===== config.mk =====
export PLATFORM = sky130hd
export DESIGN_NAME = byte_packer
export DESIGN_NICKNAME = d
export VERILOG_FILES = /design/src/rtl/vmul_pkg.sv /design/src/rtl/byte_packer_word_out_reg.sv /design/src/rtl/byte_packer.sv
export SDC_FILE = /design/constraint.sdc
export NUM_CORES = 1
export LEC_CHECK = 0
export CORE_MARGIN = 4
export CORE_UTILIZATION = 54
export CTS_CLUSTER_SIZE = 10
export DETAILED_ROUTE_END_ITERATION = 10
export PLACE_DENSITY = 0.8
export SLEW_MARGIN = 5
export SYNTH_ARGS = -nofsm -noshare
export SYNTH_HDL_FRONTEND = slang
export SYNTH_SLANG_ARGS = --single-unit

===== constraint.sdc =====
create_clock -name clk -period 2.35 [get_ports clk]
set_input_delay 0.5875 -clock clk [delete_from_list [all_inputs] [get_ports clk]]
set_output_delay 0.5875 -clock clk [all_outputs]
set_load 0.05 [all_outputs]

===== src/rtl/vmul_pkg.sv =====
// Shared lane/word geometry for the vector multiplier byte<->word path.
package vmul_pkg;
  localparam int LANE_W = 8;
  localparam int LANES  = 4;
  localparam int WORD_W = LANE_W * LANES;
  localparam int CNT_W  = $clog2(LANES);

  typedef logic [LANE_W-1:0] lane_t;
  typedef logic [WORD_W-1:0] word_t;
endpackage


===== src/rtl/byte_packer_word_out_reg.sv =====
// One-word valid/ready holding register; a load may coincide with a drain.
module word_out_reg #(
  parameter int WORD_W = vmul_pkg::WORD_W
) (
  input  logic              clk,
  input  logic              rst,
  input  logic              load,
  input  logic [WORD_W-1:0] load_data,
  input  logic              out_ready,
  output logic [WORD_W-1:0] out_data,
  output logic              out_valid,
  output logic              slot_free
);
  assign slot_free = !out_valid || out_ready;

  always_ff @(posedge clk) begin
    if (rst) begin
      out_data  <= '0;
      out_valid <= 1'b0;
    end else if (load) begin
      out_data  <= load_data;
      out_valid <= 1'b1;
    end else if (out_ready) begin
      out_valid <= 1'b0;
    end
  end
endmodule


===== src/rtl/byte_packer.sv =====
// Packs LANES byte beats into one word, lane 0 in the low byte.
// Optional BYTE_PACKER_FLUSH_EN adds a flush input that emits a zero-padded partial word.
module byte_packer
  import vmul_pkg::*;
#(
  parameter int LANE_W = vmul_pkg::LANE_W,
  parameter int LANES  = vmul_pkg::LANES
) (
  input  logic                      clk,
  input  logic                      rst,
`ifdef BYTE_PACKER_FLUSH_EN
  input  logic                      flush,
`endif
  input  logic [LANE_W-1:0]         in_data,
  input  logic                      in_valid,
  output logic                      in_ready,
  output logic [LANE_W*LANES-1:0]   out_data,
  output logic                      out_valid,
  input  logic                      out_ready,
  output logic [$clog2(LANES)-1:0]  lane_cnt
);
  localparam int WW = LANE_W * LANES;
  localparam int CW = $clog2(LANES);
  localparam logic [CW-1:0] LAST = CW'(LANES - 1);

  logic [WW-1:0] acc, merged;
  logic          slot_free, beat, last, complete, load;

  assign last     = (lane_cnt == LAST);
  assign in_ready = !last || slot_free;
  assign beat     = in_valid && in_ready;
  assign complete = beat && last;

  // Accumulator with this cycle's beat folded in; upper lanes are still zero.
  always_comb begin
    merged = acc;
    if (beat) merged[int'(lane_cnt)*LANE_W +: LANE_W] = in_data;
  end

`ifdef BYTE_PACKER_FLUSH_EN
  logic flush_go;
  assign flush_go = flush && slot_free && ((lane_cnt != '0) || beat) && !complete;
  assign load     = complete || flush_go;
`else
  assign load     = complete;
`endif

  always_ff @(posedge clk) begin
    if (rst) begin
      acc      <= '0;
      lane_cnt <= '0;
    end else if (load) begin
      acc      <= '0;
      lane_cnt <= '0;
    end else if (beat) begin
      acc      <= merged;
      lane_cnt <= lane_cnt + CW'(1);
    end
  end

  word_out_reg #(.WORD_W(WW)) u_out (
    .clk       (clk),
    .rst       (rst),
    .load      (load),
    .load_data (merged),
    .out_ready (out_ready),
    .out_data  (out_data),
    .out_valid (out_valid),
    .slot_free (slot_free)
  );
endmodule


* Word-level counts from Yosys, hierarchy flattened *
Index checks and enable logic that the tools add are counted.

operators by class
  equal/unequal tests = 1
  reduce and logical (&&, ||, !) cells = 8
  muxes and demuxes = 4
  shift-type cells = 2
  $add $sub $neg = 2

operator list
  cell                       number
  $neg A5 Y33                1
  $shift A8 B33 Y32 const A  1
  $shiftx A8 B33 Y32         1
  $bwmux W32                 1
  $mux W32                   1
  $add A2 B1 Y2 const B      1
  $eq A2 B2 Y1 const B       1
  $logic_and A1 B1 Y1        2
  $logic_not A1 Y1           2
  $logic_or A1 B1 Y1         2
  $mux W1                    2
  $reduce_bool A2 Y1         1
  $reduce_or A2 Y1           1

storage, ports and cells
  flip-flop bits (word level) = 67
  input bits = 12

* Longest topological paths before layout *
  depth after elaboration = 6
  mapped depth = 7
  depth with buffers taken out = 5

* Modules after synthesis *
From an unflattened synthesis, not the netlist that was laid out.

second synthesis, totals
  cell total of the unflattened synthesis = 324
  area, all modules = 2930.3 sq um

modules (own cells, without submodules)
  module        seq. area each (sq um)  cells each  times used  area an instance (sq um)
  byte_packer   680.7                   216         1           1725.4
  word_out_reg  660.6                   108         1           1204.9

* Worst setup path before layout *
No wires, ideal clock.

  path type = flip-flop to flip-flop
  from = register lane_cnt[0]
  to = register u_out.out_data[30]
  clock period less this slack = 2449 ps
  data arrival time = 2328 ps
  setup slack = -99 ps
  required time = 2228 ps
  cell stages (with the launch flop) = 8
  cell sequence = dfxtp_1 > inv_1 > ha_1 > and4b_1 > buf_6 > and4_4 > buf_6 > a221o_1

on the way
  longest elaborated chain between the ends = 5

ends and longest elaborated chain
  item                                                                 line                            RTL
  from (decl)                                                          byte_packer.sv:20               output logic [$clog2(LANES)-1:0] lane_cnt
  from (signal assigned)                                               byte_packer.sv:57               lane_cnt <= lane_cnt + CW'(1);
  parallel branches: the longest is 5 deep, another holds $neg A5 Y33  n/a
  to (signal assigned)                                                 byte_packer_word_out_reg.sv:21  out_data <= load_data;
  to (decl)                                                            byte_packer_word_out_reg.sv:10  output logic [WORD_W-1:0] out_data,

Parallel ways; which one is timed is not known.
A chain may end at the register's enable or synchronous reset.

* Worst setup path after layout *
  from = input out_ready
  to = output in_ready

on the way
  longest elaborated chain between the ends = 2

ends and longest elaborated chain
  item                line                            RTL
  from (decl)         byte_packer.sv:19               input logic out_ready,
  $logic_or A1 B1 Y1  byte_packer_word_out_reg.sv:14  assign slot_free = !out_valid || out_ready;
  $logic_or A1 B1 Y1  byte_packer.sv:30               assign in_ready = !last || slot_free;
  to (decl)           byte_packer.sv:16               output logic in_ready,

No other way between the ends.

==> metrics <==
GP Congestion=0.827; Post CTS Setup Buffer Count=0; Net Count, Synth=367; post-synthesis instance total=349; antenna viol nets, final=0; maxcap violations=0; Post-Layout Cell Count=466; max_slew headroom=0.394; Post-synth EDFFs=0; Worst Setup End Kind=output pin; sequential power share=0.520; number of antenna violations at the first check in global routing=0; die width=about 85 um; first-pass GRT wire length=15100 um; synthesized area=0.00319 mm^2; Layout fillers=roughly 460; H-tree Lvls=3; # nets final=roughly 410; sequential cell area fraction in the yosys report=0.420; slowest stage delay, CP=0.44 ns; Residual DRC=0; vias in the first global route=~3k; CP max stage cell=clkdlybuf4s50_1; ys flop type=dfxtp_1; hold slack=0.476 ns; fin. max-slew vios=0; maximum VDD drop=about 0.49 mV; Core Util, Final=0.697; PwrDens=568 mW/mm^2; vias post-DR=3112; clock sink total=67; syn avg cell area=9.14 um^2; worst min path class=flop to flop; clock group share of total power=0.390; Pwr Total=0.00222 W; Worst Path Max Fanout=4; clk root buf=clkbuf_8; Die Ht=84.9 um; Max Clk Rate=438 MHz; Core Rows=27; worst-skew pair later-pin latency=approximately 0.34 ns; endpoints failing hold=0; Area Growth Syn to Fin=22.5%; Top Ports=48; Crit Path Category=input pin to output pin; async set or reset register ratio after synthesis=0; worst path bufs/invs=3; Num CTS Buffers=9; Critical Path, Cell by Cell=clkdlybuf4s50_1 -> and3b_2 -> clkinv_1 -> buf_4; most frequent cell after synthesis=dfxtp_1; status=complete, no violations; final worst path period share=0.972; Commonest cells post-synth=67 x dfxtp_1, 35 x a21oi_1, 35 x nand4_1; TritonRoute pass-1 iters=5; PortBufs=47; CP arrival=1.70 ns; post-synth top area cell=dfxtp_1; top cell type's share of synthesized area=0.420; Max clock buf depth=2; WL/cell=19.2 um; final setup violation count=0; #FFs+latches synth=67; final clock skew=0.00642 ns; Clock transition at path regs=0.07 ns; Final Worst Setup Slack=approximately 0.065 ns; final WL=just under 9000 um; sw frac=0.255; DRT iter0 DRCs=239; RSZ-0062 raised after global routing=no; Unique masters post-synth=33; nature of the critical path startpoint=input pin; total grt overflow=0; GRT Resource Usage Total=0.257; Hold Buf Count CTS=0; average via count per standard cell=6.68; Setup Slack @ Placement=-0.0458 ns; antenna cells=0; Synth area leaders=dfxtp_1 42%, o211ai_1 7.5%, nand4_1 6.9%; worst-margin pin slew=0.905 ns; Ys Warns=0; CTS tree=done; minimum clock period after layout=2.28 ns; fraction of layout cells with a size suffix above 1=0.112; Initial Util=0.569; core area=0.00561 mm^2; Gate power share=0.090; P_int=0.00165 W; CP required=1.76 ns; post-cts sizing count=0; NetSw=between 0.0005 and 0.0006 W; Placed Instances=450; largest net degree at the start of global routing=35; DP Wirelength=6020 um; die area=0.00720 mm^2; crit-path leading delay family=buffers and inverters; leak pwr=1.41 nW
final cells by class:
| cell class | instances | area, um^2 | share of cell area |
|---|---|---|---|
| inverters | 5 | 18.8 | 0.00480 |
| flip-flops and latches | 67 | 1340 | 0.344 |
| clock inverters | 2 | 10.0 | 0.00256 |
| repair buffers | 70 | 653 | 0.167 |
| multi-input cells | 236 | 1630 | 0.417 |
| clock buffers | 14 | 163 | 0.0416 |
| well taps | 72 | 90.1 | 0.0231 |
power by group through the flow:
stage,Combinational [W],Sequential [W],Clock (W)
2_1_floorplan,0.000107,0.00119,0
3_3_place_gp,0.000191,0.00118,0
3_5_place_dp,0.000195,0.00118,0
4_1_cts,0.000196,0.00115,0.000865
5_1_grt,0.000216,0.00116,0.000918
6_report,0.000200,0.00116,0.000866
stage by stage:
step	TNS (ns)	cell area (um^2)
2_1_floorplan	0	3190
3_3_place_gp	0	3730
3_5_place_dp	-0.264	3730
4_1_cts	0	3910
5_1_grt	0	3910
6_report	0	3910
flip-flops by register name (all words and copies together), names as in the netlist:
register,flops
acc,32
u_out.out_data,32
lane_cnt,2
u_out.out_valid,1
worst reg2reg max path, cell delays in order, from the launching register on:
cell and delay, ns:
dfxtp_2 0.46, inv_1 0.13, ha_1 0.40, nor3b_2 0.46, nand4_1 0.23, o211ai_1 0.21
cell usage in the layout (no fill, tap or decap), drive strengths merged:
master,instances
buf,24
o21ai,35
inv,3
a21boi,16
nand4b,2
nand2b,1
nor3b,3
clkinv,4
and2,5
and4,5
nand4bb,1
or4,1
nand3,13
a221o,16
dfxtp,67
and3b,1
nand2,5
clkbuf,14
nor2b,5
clkdlybuf4s50,46
and4b,2
nor2,1
nand4,35
o211ai,32
a21oi,35
ha,6
o211a,16
path summary, 6_finish.rpt:
kind                                   from           endpoint  slack [ns]  depth (start not counted)
worst max register to register  lane_cnt[0]  u_out.out_data[2]        0.38                          5
worst min register to register      acc[18]            acc[18]        0.48                          2
worst min-delay path                acc[18]            acc[18]        0.48                          2
worst max-delay path              out_ready           in_ready        0.07                          4
logic make-up after synthesis:
kind of cell / share of synthesized area
buffers and inverters: 0.0710
and+or+nand+nor: 0.162
DFF: 0.420
AOI/OAI and AO/OA: 0.323
adders and majority gates: 0.0235
layer usage:
metal | global-route usage | vias to the layer above | routed length [um]
li1 | - | 1444 | -
met1 | 0.340 | 1481 | 3880
met2 | 0.406 | 162 | 4130
met3 | 0.0689 | 25 | 757
met4 | 0.0906 | 0 | 167
met5 | 0 | - | 0
No activity file was read; power rests on OpenSTA's default activity.
